### config.mk
export PLATFORM = sky130hd
export DESIGN_NAME = uart_tx_ctrl
export DESIGN_NICKNAME = d
export VERILOG_FILES = /design/src/rtl/uart_tx_pkg.sv /design/src/rtl/uart_tx_serializer.sv /design/src/rtl/uart_tx_ctrl.sv
export SDC_FILE = /design/constraint.sdc
export NUM_CORES = 1
export LEC_CHECK = 0
export CAP_MARGIN = 20
export CORE_MARGIN = 2
export CORE_UTILIZATION = 35
export DETAILED_ROUTE_END_ITERATION = 8
export GPL_ROUTABILITY_DRIVEN = 0
export PLACE_DENSITY_LB_ADDON = 0.3
export SETUP_SLACK_MARGIN = 0.02
export SYNTH_ARGS = -nofsm -noshare
export SYNTH_HDL_FRONTEND = slang
export SYNTH_SLANG_ARGS = --single-unit
### constraint.sdc
create_clock -name clk -period 1.5 [get_ports clk]
set_input_delay 0.225 -clock clk [delete_from_list [all_inputs] [get_ports clk]]
set_output_delay 0.225 -clock clk [all_outputs]
set_load 0.02 [all_outputs]
### src/rtl/uart_tx_pkg.sv
// uart_tx_pkg: shared state encodings and line-level constants for the UART TX path.
package uart_tx_pkg;
   typedef logic [2:0] state_t;
   localparam state_t IDLE   = 3'd0;
   localparam state_t START  = 3'd1;
   localparam state_t DATA   = 3'd2;
   localparam state_t PARITY = 3'd3;
   localparam state_t STOP   = 3'd4;
   localparam logic PAR_EVEN  = 1'b0;
   localparam logic PAR_ODD   = 1'b1;
   localparam logic LINE_IDLE = 1'b1;
   localparam logic START_BIT = 1'b0;
   localparam logic STOP_BIT  = 1'b1;
endpackage

### src/rtl/uart_tx_serializer.sv
// uart_tx_serializer: shadow data register and bit counter, shifting LSB-first.
module uart_tx_serializer #(
   parameter int DATA_WIDTH = 8,
   parameter int CNT_WIDTH  = 4
) (
   input  logic                  clk,
   input  logic                  rst,
   input  logic                  load,
   input  logic [DATA_WIDTH-1:0] data,
   input  logic                  ser_en,
   output logic                  ser_bit,
   output logic                  ser_last
);
   logic [DATA_WIDTH-1:0] shadow;
   logic [CNT_WIDTH-1:0]  cnt;
   always_ff @(posedge clk or posedge rst) begin
      if (rst) begin
         shadow <= '0;
         cnt    <= '0;
      end else if (load) begin
         shadow <= data;
         cnt    <= '0;
      end else if (ser_en) begin
         shadow <= shadow >> 1;
         cnt    <= cnt + CNT_WIDTH'(1);
      end
   end
   assign ser_bit  = shadow[0];
   // cnt counts bits already placed on the line, so it equals DATA_WIDTH during the last data bit
   assign ser_last = cnt == CNT_WIDTH'(DATA_WIDTH);
endmodule

### src/rtl/uart_tx_ctrl.sv
// uart_tx_ctrl: frames a parallel word as start, LSB-first data, optional parity and stop.
// Outputs are registered from the next state so each bit appears in the cycle its state is entered.
module uart_tx_ctrl
   import uart_tx_pkg::*;
#(
   parameter int DATA_WIDTH = 8,
   parameter int CNT_WIDTH  = 4
) (
   input  logic                  clk,
   input  logic                  rst,
   input  logic [DATA_WIDTH-1:0] p_data,
   input  logic                  d_valid,
   input  logic                  par_en,
   input  logic                  par_typ,
   output logic                  tx_out,
   output logic                  busy,
   output logic                  tx_done
);
   state_t state, next;
   logic par_bit, par_en_q, ser_bit, ser_last, load, tx_next;
   assign load = state == IDLE && d_valid;
   always_comb begin
      next = state == IDLE   ? (d_valid ? START : IDLE) :
             state == START  ? DATA :
             state == DATA   ? (ser_last ? (par_en_q ? PARITY : STOP) : DATA) :
             state == PARITY ? STOP : IDLE;
      tx_next = next == START  ? START_BIT :
                next == DATA   ? ser_bit :
                next == PARITY ? par_bit :
                next == STOP   ? STOP_BIT : LINE_IDLE;
   end
   uart_tx_serializer #(.DATA_WIDTH(DATA_WIDTH), .CNT_WIDTH(CNT_WIDTH)) u_ser (
      .clk(clk),
      .rst(rst),
      .load(load),
      .data(p_data),
      .ser_en(next == DATA),
      .ser_bit(ser_bit),
      .ser_last(ser_last)
   );
   always_ff @(posedge clk or posedge rst) begin
      if (rst) begin
         state    <= IDLE;
         tx_out   <= LINE_IDLE;
         busy     <= 1'b0;
         tx_done  <= 1'b0;
         par_bit  <= PAR_EVEN;
         par_en_q <= 1'b0;
      end else begin
         state   <= next;
         tx_out  <= tx_next;
         busy    <= next != IDLE;
         tx_done <= state == STOP;
         if (load) begin
            par_en_q <= par_en;
            par_bit  <= (^p_data) ^ (par_typ == PAR_ODD);
         end
      end
   end
endmodule

### Word-level counts from Yosys, hierarchy flattened

Cells that the tools add are included.
Widths: inputs -> output; s select.

* bits of input ports: 13
* register bits after elaboration: 20
* output and inout bits: 3
* logic and storage cells: 37

* bitwise operators: 1
* muxes and demuxes: 14
* add/sub/neg operators: 1
* equality and inequality tests: 8
* reductions and logical operators: 5

Operators with widths (count)
* $mux 3: 6
* $mux 8: 2
* $eq 3x2->1 const B: 4
* $mux 4: 2
* $reduce_xor 8->1: 1
* $eq 3x1->1 const B: 2
* $add 4x1->4 const B: 1
* $eq 4x4->1 const B: 1
* $mux 1: 4
* $eq 3x3->1 const B: 1
* $logic_not 3->1: 1
* $reduce_bool 3->1: 1
* $reduce_bool 2->1: 1
* $logic_and 1x1->1: 1
* $xor 1x1->1: 1

### Depth between registers and ports, before layout

Gate-level depths: netlist (run 1).

* depth after elaboration: 9
* gate-level depth with buffers: 7
* mapped depth without buffers: 6

### By module

Synthesis (run 1) repeated with hierarchy kept, for this count alone.

* cell total of the unflattened synthesis: 92
* area total of the unflattened synthesis: 1022.2 µm²

By module, submodules not included
* uart_tx_serializer: times used 1, area each 591.8 µm², cells an instance 56, sequential area each 300.3 µm²
* uart_tx_ctrl: times used 1, area each 430.4 µm², cells an instance 36, sequential area each 201.4 µm²

### Worst setup path after synthesis (run 1)

No wires, ideal clock.

* path kind: register -> register
* from: register u_ser.cnt[0]
* to: register u_ser.cnt[3]
* required time: 1423 ps
* arrival time: 1441 ps
* library setup time: 77 ps
* cell stages (with the launch flop): 7
* buffers on the path: 0
* clock period less this slack: 1518 ps
* path slack: -18 ps
* cells stage by stage: dfrtp_1 > inv_1 > ha_1 > nand3b_1 > a21boi_4 > or4_1 > a21oi_1

* cells in the longest elaborated chain, start to end: 7
* elaborated cells on any way between the ends: 10
* those cells by class: add/sub (1); eq/ne (2); mux (6); reduce/logical (1)

RTL lines
* start, declared: RTL line uart_tx_serializer.sv:15 `logic [CNT_WIDTH-1:0] cnt;`
* start signal, assigned: RTL line uart_tx_serializer.sv:25 `cnt <= cnt + CNT_WIDTH'(1);`
* $eq 4x4->1: RTL line uart_tx_serializer.sv:30 `assign ser_last = cnt == CNT_WIDTH'(DATA_WIDTH);`
* $mux 3 (2 in series): RTL line uart_tx_ctrl.sv:25 `state == DATA ? (ser_last ? (par_en_q ? PARITY : STOP) : DATA) :`
* $mux 3: RTL line uart_tx_ctrl.sv:24 `state == START ? DATA :`
* $mux 3: RTL line uart_tx_ctrl.sv:23 `next = state == IDLE ? (d_valid ? START : IDLE) :`
* $eq 3x2->1: RTL line uart_tx_ctrl.sv:37 `.ser_en(next == DATA),`
* $reduce_bool 2->1 (no line)

Parallel ways exist; a longest one is shown, timed or not. The select of a mux whose other input is x is not followed.
A chain may end at the register's enable or synchronous reset.

### Final worst setup path (run 1)

* from: register u_ser.cnt[0]
* to: register u_ser.shadow[5]

* cells in the longest elaborated chain, start to end: 7

RTL lines
* $eq 4x4->1: RTL line uart_tx_serializer.sv:30
* $mux 3 (2 in series): RTL line uart_tx_ctrl.sv:25
* $mux 3: RTL line uart_tx_ctrl.sv:24
* $mux 3: RTL line uart_tx_ctrl.sv:23
* $eq 3x2->1: RTL line uart_tx_ctrl.sv:37
* $reduce_bool 2->1 (no line)
* end signal, assigned: RTL line uart_tx_serializer.sv:21 `shadow <= data;`
* end signal, assigned: RTL line uart_tx_serializer.sv:24 `shadow <= shadow >> 1;`
* end, declared: RTL line uart_tx_serializer.sv:14 `logic [DATA_WIDTH-1:0] shadow;`

No other way between the ends.

==> results of run 1 <==
[where the power goes]
group / internal [mW] / switching, mW
Clock: 0.270 / 0.181
Combinational: 0.844 / 0.809
Sequential: 0.795 / 0.158
[repair_timing]
item / 4_1_cts / 5_1_grt
resized for setup: 9 / 14
setup buffers: 5 / 5
setup endpoints to repair: 15 / 15
pin swaps: 8 / 7
gates cloned: 1 / 0
[layout by cell type, fill, tap and decap left out, types with 2 or more instances in the layout]
cell             count
dfrtp_1             19
inv_2                2
inv_1                2
a21boi_4             2
nand3_1              3
nand2b_1             2
o31ai_1              9
buf_4               22
nor2_1               3
a21oi_1              7
xnor2_1              5
clkdlybuf4s50_1     12
nor3_1               8
dlygate4sd2_1        2
o21ai_1              4
buf_6                2
nand2_1              9
a21oi_2              5
mux2_2               2
clkbuf_4             3
[worst max-delay path by stage]
stage | startpoint | end | depth (start not counted)
after floorplan | u_ser.cnt[0]$_DFFE_PP0P_ | u_ser.shadow[6]$_DFFE_PP0P_ | 7
after global placement | p_data[0] | par_bit$_DFFE_PP0P_ | 5
after detailed placement | p_data[0] | par_bit$_DFFE_PP0P_ | 5
after CTS | u_ser.cnt[1]$_DFFE_PP0P_ | u_ser.shadow[4]$_DFFE_PP0P_ | 7
after global routing | u_ser.cnt[1]$_DFFE_PP0P_ | u_ser.shadow[5]$_DFFE_PP0P_ | 7
final | u_ser.cnt[0]$_DFFE_PP0P_ | u_ser.shadow[5]$_DFFE_PP0P_ | 7
[critical path, stage by stage, from the launching register on]
cell,delay [ps]
dfrtp_1,400
inv_2,90
ha_4,120
nand3b_1,120
buf_6,160
a21boi_4,250
nor3_2,70
o31ai_1,220
[Yosys cell counts (2+ instances only)]
cell,count
o21ai_0,5
nand3_1,3
ha_1,2
a21oi_1,12
inv_1,4
nand2b_1,2
nand2_1,9
mux2_2,2
o31ai_1,9
xnor2_1,5
nor3_1,9
nor2_1,3
buf_2,5
dfrtp_1,19
[per-stage QoR]
stage | instance area, um^2 | utilization [%] | hold slack [ps] | setup TNS [ps]
final | 1530 | 54.7 | 222 | -56.4
after global routing | 1530 | 54.7 | 223 | -1010
after CTS | 1450 | 51.7 | 234 | -71.9
after detailed placement | 1320 | 47.0 | 513 | -1610
after global placement | 1320 | 47.0 | 504 | -1080
after floorplan | 1050 | - | 188 | 0
[cells by family (layout without fill, tap and decap cells)]
logic type | Yosys count | count (layout)
adder cells (fa/ha/maj) | 2 | 2
flip-flops | 20 | 20
XOR/XNOR | 7 | 7
AO/OA/AOI/OAI | 29 | 30
AND/OR/NAND/NOR | 32 | 32
multiplexers | 3 | 3
buffers and inverters | 11 | 47
[routing by layer]
layer  global-route usage, %  vias up  wire length, um
met4                    5.52        0               72
met3                    3.52        8              114
met1                    19.3      445             1120
li1                        -      446                -
met2                    25.2       23             1150
met5                       0        -                0
[registers in the layout, summed over array words and instances, names as in the netlist]
signal / flops
tx_done: 1
state: 3
u_ser.cnt: 4
par_en_q: 1
par_bit: 1
busy: 1
u_ser.shadow: 8
tx_out: 1
[final cells by class]
| cell class | count | area [um^2] | area share, % |
|---|---|---|---|
| well taps | 31 | 38.8 | 2.53 |
| flip-flops and latches | 20 | 502 | 32.7 |
| multi-input cells | 74 | 588 | 38.3 |
| inverters | 4 | 15.0 | 0.979 |
| clock buffers | 3 | 22.5 | 1.47 |
| repair buffers | 39 | 338 | 22.0 |
| clock inverters | 1 | 30.0 | 1.96 |
==> metrics, run 1 <==
Synth Instances approximately 100; Final min period roughly 1500 ps; Initial Util 37.5%; simple-gate share of the synthesized area 16.5%; Worst-path clk slew between 100 and 150 ps; critical path endpoint category register; DIE AREA between 0.003 and 0.004 mm^2; # port buffers 15; area of the mapped netlist between 0.001 and 0.0015 mm^2; Non-Filler Instances ~170; Synth top area share 45.2%; ys async rst share 100%; vias in the first global route between 900 and 1k; CTS hold repair buffers 0; period utilisation layout 102%; r2r endpoint u_ser.shadow[5]$_DFFE_PP0P_; sequential share of the synthesized area a little under half; row count 19; Fmax achieved ~650 MHz; die span in y 58.8 um; leakage power 0.693 nW; Pins Over Slew Limit 0; Clk Latency, worst-skew pair 310 ps; combinational family with the most area after synthesis compound AO/OA/AOI/OAI gates; Final Setup Violations 3; r2r setup slk -30 ps; EDFF count, synth 0; Arr. time, crit path ~1800 ps; Avg Inst Size Synth 10.1 um^2; drt total wl roughly 2500 um; pre-CTS WS -286 ps; Worst R2R Start u_ser.cnt[0]$_DFFE_PP0P_; Nets approximately 160; Synth Net Count approximately 120; Worst EP required 1720 ps; GRT Total Usage approximately 15%; unrepaired setup endpoints after global routing yes; Slew headroom ~83%; wire length per cell about 14 um; Avg Vias per Cell 5.36; Cell Pwr Density ~2000 mW/mm^2; CTS tree done; Synth Area in Compound Gates between 10% and 20%; Yosys reg bits 20; mux cell area share after synthesis under 10%; Clock Tree Root clkbuf_4; die width between 50 and 60 um; Crit Path Class register to register; failing checks DRC, setup timing; HP Class primary input to asynchronous set/reset pin; Max-cap violations 0; 1st-pass router iterations 6; clock sink total 20; Initial DRC Count 26; Tightest Pin Transition 255 ps; Clock Skew between 6 and 7 ps; post-synthesis xor/xnor area fraction about 7.1%; Remaining DRCs 2; Max FO, Critical Path 7; share of cells above drive strength 1 about a third; Hold Fails Final Rpt 0; post-placement cell count around 160; Setup crit start kind register; H-tree depth 1; n_diodes 0; initial antenna violation count 0; Synth area leader dfrtp_1; Worst Reg2Reg Path Length in Cells 7; Synth cell types 29; synth warn 0; cells taking the most area after synthesis dfrtp_1 (45%), o31ai_1 (6.4%), a21oi_1 (5.7%); Max IR drop VDD 0.840 mV; synth-to-layout area growth 46.0%; number of fill cells 260; Adder-Cell Fraction of Synth Area under 10%; CORE AREA 0.00281 mm^2; power consumption 3.06 mW; via count 922; worst setup margin -29.6 ps; I/O pin count 16; Overflow after GRT 0; Detailed Place HPWL ~1500 um; DRT antenna net count 0; maximum clock path buffer count 2; clock buffer count from CTS 3; ys flop type dfrtp_1; status finished with violations; pin count of the biggest net entering global routing 21; first-pass GRT wire length between 3000 and 4000 um
Note: power is estimated with default switching activity, not from simulation.
==> inputs of run 2 (changes only) <==
--- a/config.mk
+++ b/config.mk
@@ -10,6 +10,7 @@
 export CORE_UTILIZATION = 35
 export DETAILED_ROUTE_END_ITERATION = 8
 export GPL_ROUTABILITY_DRIVEN = 0
+export HOLD_SLACK_MARGIN = 0.15
 export PLACE_DENSITY_LB_ADDON = 0.3
 export SETUP_SLACK_MARGIN = 0.02
 export SYNTH_ARGS = -nofsm -noshare
==> constraint.sdc (replaced) <==
create_clock -name clk -period 1.5 [get_ports clk]
set_input_delay 0.15 -clock clk [delete_from_list [all_inputs] [get_ports clk]]
set_output_delay 0.15 -clock clk [all_outputs]
set_load 0.02 [all_outputs]
==> metrics, run 2 (same netlist as run 1, synthesis figures left out) <==
die width around 60 um; Hold Fails Final Rpt 0; leakage power 0.650 nW; row count 19; r2r endpoint u_ser.cnt[3]$_DFFE_PP0P_; setup tns final -117 ps; Clock Tree Root clkbuf_4; status finished with violations; pin count of the biggest net entering global routing 17; H-tree depth 1; Comb power frac 55.1%; critical path endpoint category register; Arr. time, crit path roughly 1800 ps; Max FO, Critical Path 7; n_diodes 0; Pins Over Slew Limit 0; Clock Skew 4.98 ps; Final Setup Violations 4; DIE AREA roughly 0.0035 mm^2; share of cells above drive strength 1 between 30% and 40%; Nets between 150 and 200; Worst R2R Start u_ser.cnt[1]$_DFFE_PP0P_; wire length per cell 14.7 um; Cell Pwr Density slightly below 2000 mW/mm^2; Overflow after GRT 0; period utilisation layout 104%; sw power 1.12 mW; maximum clock path buffer count 2; DRT antenna net count 0; # port buffers 15; WHS Endpoint u_ser.shadow[7]$_DFFE_PP0P_; Initial Util between 30% and 40%; clock share of power between 10 and 15%; Clk Latency, worst-skew pair roughly 300 ps; Max IR drop VDD roughly 0.80 mV; die span in y slightly below 60 um; vias in the first global route 888; post-placement cell count ~160; power consumption about 2.9 mW; Cell Chain, Critical Path inv_2 -> ha_4 -> nand3b_1 -> buf_4 -> a21boi_4 -> or4_4 -> a21oi_2; Remaining DRCs 2; first-pass GRT wire length ~4000 um; Seq pwr share 33.6%; Non-Filler Instances 169; Detailed Place HPWL 1570 um; GRT Total Usage between 10% and 20%; clock buffer count from CTS 3; number of fill cells approximately 280; CTS tree done; delay-heaviest family, CP simple AND/OR/NAND/NOR gates; Worst EP required between 1500 and 2000 ps; Fmax achieved 642 MHz; Worst Path Buf+Inv 2; Largest regs u_ser.shadow x8, u_ser.cnt x4, state x3; 1st-pass router iterations 6; CORE AREA roughly 0.0028 mm^2; via count between 900 and 1k; worst hold path depth 3; pre-CTS WS -211 ps; commonest cells after routing, fill and taps aside dfrtp_1 (19), buf_4 (19), clkdlybuf4s50_1 (14); initial antenna violation count 0; Avg Vias per Cell 5.43; worst setup path startpoint u_ser.cnt[1]$_DFFE_PP0P_; Int Power between 1.5 and 2 mW; Setup crit start kind register; unrepaired setup endpoints after global routing yes; Hold Crit Start p_data[7]; synth-to-layout area growth 41.3%; r2r setup slk -60 ps; Largest Register u_ser.shadow; clock sink total 20; HP Class primary input to register; Crit Path Class register to register; Slowest-stage cell, CP or4_4; max FFs per register 8; Final min period between 1500 and 2000 ps; utilization after layout between 50% and 60%; Tightest Pin Transition 373 ps; Sw Ratio between 30% and 40%; failing checks DRC, setup timing; Max-cap violations 0; Worst Reg2Reg Path Length in Cells 7; worst setup margin -58.6 ps; Slew headroom between 70 and 80%; drt total wl ~2500 um; Max stage delay on crit path around 430 ps; Worst-path clk slew roughly 120 ps; I/O pin count 16; Initial DRC Count 30
run 2: repair_timing:
action                                  CTS  global route
endpoints found under the setup margin   14            13
gates resized for setup                  10            11
buffers inserted                          9             1
hold buffers                              1             0
hold endpoints to repair                  7             0
cloned                                    1             0
pin swaps                                10             8
run 2: per-layer routing:
metal	up-vias	GRT usage (%)	part of all wire, %
li1	438	-	-
met1	460	19.8	46
met2	18	26.2	50
met3	2	1.98	3.8
met4	0	5.84	0.52
met5	-	0	0
run 2: worst max-delay path by stage:
stage	to	depth (start not counted)
2_1_floorplan	u_ser.shadow[6]$_DFFE_PP0P_	7
3_3_place_gp	par_bit$_DFFE_PP0P_	5
3_5_place_dp	par_bit$_DFFE_PP0P_	5
4_1_cts	u_ser.cnt[3]$_DFFE_PP0P_	7
5_1_grt	u_ser.shadow[5]$_DFFE_PP0P_	7
6_report	u_ser.cnt[3]$_DFFE_PP0P_	7
run 2: worst reg2reg max path: cells and delay by family (launching register included):
family	cells	cell delay (ps)
buffers and inverters	2	200
AO/OA/AOI/OAI	2	220
AND/OR/NAND/NOR	2	540
adder cells (fa/ha/maj)	1	150
flip-flops	1	390
run 2: power by group through the flow:
| stage | Clock, mW | Combinational [mW] | Sequential (mW) |
|---|---|---|---|
| final | 0.324 | 1.58 | 0.965 |
| after global placement | 0 | 1.27 | 0.949 |
| after floorplan | 0 | 0.868 | 0.964 |
| after detailed placement | 0 | 1.30 | 0.958 |
| after CTS | 0.332 | 1.51 | 0.959 |
| after global routing | 0.357 | 1.76 | 0.995 |
run 2: stage by stage:
stage          hold WS [ps]  cell area [um^2]
2_1_floorplan           113              1050
3_3_place_gp            431              1300
3_5_place_dp            434              1300
4_1_cts                 434              1450
5_1_grt                 438              1490
6_report                437              1490
run 2: layout make-up:
class	count	area (um^2)	area share [%]
multi-input combinational	74	581	39.1
sequential	20	502	33.8
timing repair buffer	36	313	21.1
tap	31	38.8	2.61
clock buffer	4	36.3	2.44
inverter	4	15.0	1.01
==> inputs of run 3 (changes only) <==
--- a/config.mk
+++ b/config.mk
@@ -5,6 +5,7 @@
 export SDC_FILE = /design/constraint.sdc
 export NUM_CORES = 1
 export LEC_CHECK = 0
+export ABC_AREA = 1
 export CAP_MARGIN = 20
 export CORE_MARGIN = 2
 export CORE_UTILIZATION = 35
==> metrics, run 3 <==
status completed; Adder-Cell Fraction of Synth Area ~2.2%; FF+latch area roughly 500 um^2; Synth Area in Compound Gates 7.56%; Max FO, Critical Path 4; Avg Vias per Cell roughly 4.6; worst setup margin roughly 96 ps; Final Setup Violations 0; Worst-path clk slew between 100 and 150 ps; ys flop type dfrtp_1; Cell Chain, Critical Path nor3_4 -> o21ai_4 -> nand2_4 -> nand2_8 -> buf_4 -> nand3_1 -> nand2_1; Overflow after GRT 0; sequential share of the synthesized area 44.6%; initial antenna violation count 0; combinational family with the most area after synthesis simple AND/OR/NAND/NOR gates; Worst EP required 1690 ps; Arr. time, crit path approximately 1600 ps; unrepaired setup endpoints after global routing no; commonest cells after routing, fill and taps aside nand2_1 (54), dfrtp_1 (19), inv_1 (17); clock sink total 20; area of the multi-input gates between 500 and 600 um^2; clock buffer count from CTS 3; CTS tree done; Avg Inst Size Synth 7.70 um^2; row count 20; Synth Instances around 150; mux cell area share after synthesis 0%; worst setup path startpoint state[2]$_DFF_PP0_; share of cells above drive strength 1 a little under a fifth; Crit Path Class register to register; pin count of the biggest net entering global routing 25; I/O pin count 16; simple-gate share of the synthesized area about a third; HP Class primary input to asynchronous set/reset pin; leakage power 0.770 nW; post-synthesis xor/xnor area fraction ~2.3%; via count between 1k and 1.5k; Synth Net Count 161; Final min period 1400 ps; # port buffers 15; Slowest-stage cell, CP dfrtp_1; WHS 169 ps; Clk Latency, worst-skew pair about 290 ps; CORE AREA between 0.003 and 0.004 mm^2; Remaining DRCs 0; maximum clock path buffer count 2; most common library cells after synthesis nand2_1 (54), dfrtp_1 (19), inv_1 (19), nand3_1 (16), o21ai_0 (9); DRT antenna net count 0; top-count cell post-synth nand2_1; ys async rst share 100%; Yosys reg bits 20; synth warn 0; die width between 60 and 70 um; number of fill cells between 300 and 400; Clock Tree Root clkbuf_4; Synth cell types 21; Clock Skew 2.72 ps; Worst Path Buf+Inv 1; drt total wl roughly 2200 um; 1st-pass router iterations 4; Tightest Pin Transition roughly 260 ps; n_diodes 0; cells taking the most area after synthesis dfrtp_1 (42%), nand2_1 (18%), nand3_1 (7.1%); Non-Filler Instances ~220; vias in the first global route 970; die span in y about 60 um; max FFs per register 8; Synth area leader dfrtp_1; wire length per cell ~10 um; Initial DRC Count 24; Nets approximately 190; critical path endpoint category register; Pins Over Slew Limit 0; Max stage delay on crit path around 430 ps; Worst R2R Start state[2]$_DFF_PP0_; Max IR drop VDD around 0.54 mV; period utilisation layout between 90% and 100%; synth-to-layout area growth 33.6%; Largest regs u_ser.shadow x8, u_ser.cnt x4, state x3; Setup crit start kind register; Max-cap violations 0; first-pass GRT wire length about 3800 um; post-placement cell count around 210; Largest Register u_ser.shadow; EDFF count, synth 0; GRT Total Usage between 10% and 20%; Detailed Place HPWL roughly 1700 um; Initial Util 36.8%; Slew headroom between 80 and 90%; CTS hold repair buffers 0; H-tree depth 1; Fmax achieved 712 MHz; Cell Pwr Density ~1800 mW/mm^2; delay-heaviest family, CP simple AND/OR/NAND/NOR gates; pre-CTS WS -30.3 ps; area of the mapped netlist between 0.001 and 0.0015 mm^2; Hold Fails Final Rpt 0; Synth top area share a little over two fifths; DIE AREA 0.00368 mm^2; most common cell after layout, fill and taps aside nand2_1; utilization after layout 49.2%
-- run 3: path summary, 6_finish.rpt --
kind	endpoint	slack (ps)	cells after the start
worst min register to register	par_bit$_DFFE_PP0P_	510	2
worst max-delay path	u_ser.shadow[2]$_DFFE_PP0P_	100	7
max in group asynchronous	tx_out$_DFF_PP1_	1070	3
worst min-delay path	par_bit$_DFFE_PP0P_	170	3
worst max register to register	u_ser.shadow[2]$_DFFE_PP0P_	100	7
min in group clk	par_en_q$_DFFE_PP0P_	390	3
-- run 3: where the power goes --
part,switching (mW),internal (mW),leakage [nW],total [mW]
Combinational,0.883,0.692,0.498,1.58
Sequential,0.164,0.781,0.256,0.945
Clock,0.151,0.103,0.0150,0.254
-- run 3: tightest hold or removal path: stages --
cell	delay, ps
clkdlybuf4s50_1	390
inv_1	50
buf_4	260
-- run 3: metal layers --
layer | routed length (um) | share of wire (%) | vias to the layer above | GRT usage, %
li1 | - | - | 522 | -
met5 | 0 | 0 | - | 0
met2 | 1110 | 51 | 13 | 24.0
met4 | 15 | 0.68 | 0 | 4.35
met1 | 1000 | 46 | 468 | 16.3
met3 | 65 | 3.0 | 2 | 2.13
-- run 3: layout make-up --
class                      instances  area share [%]
multi-input combinational        102            38.7
sequential                        20            33.4
timing repair buffer              28            17.2
inverter                          21            5.25
tap                               44            3.66
clock buffer                       4            1.75
-- run 3: repair_timing --
action | CTS | global route
setup endpoints to repair | 7 | 13
pin swaps | 2 | 5
gates resized for setup | 5 | 8
buffers inserted | 4 | 3
gates cloned | 0 | 0
-- run 3: through the flow --
stage               power [mW]  instance area [um^2]  TNS [ps]
finish                    2.77                  1500         0
global route              3.03                  1500         0
CTS                       2.64                  1430         0
detailed placement        2.27                  1370     -39.3
global placement          2.21                  1370         0
floorplan                 1.87                  1120         0
-- run 3: kinds of logic after synthesis --
logic type                 after synthesis
and+or+nand+nor                         83
buffers and inverters                   24
xor gates and xnor gates                 3
DFF                                     20
adders and majority gates                2
AOI/OAI and AO/OA                       14
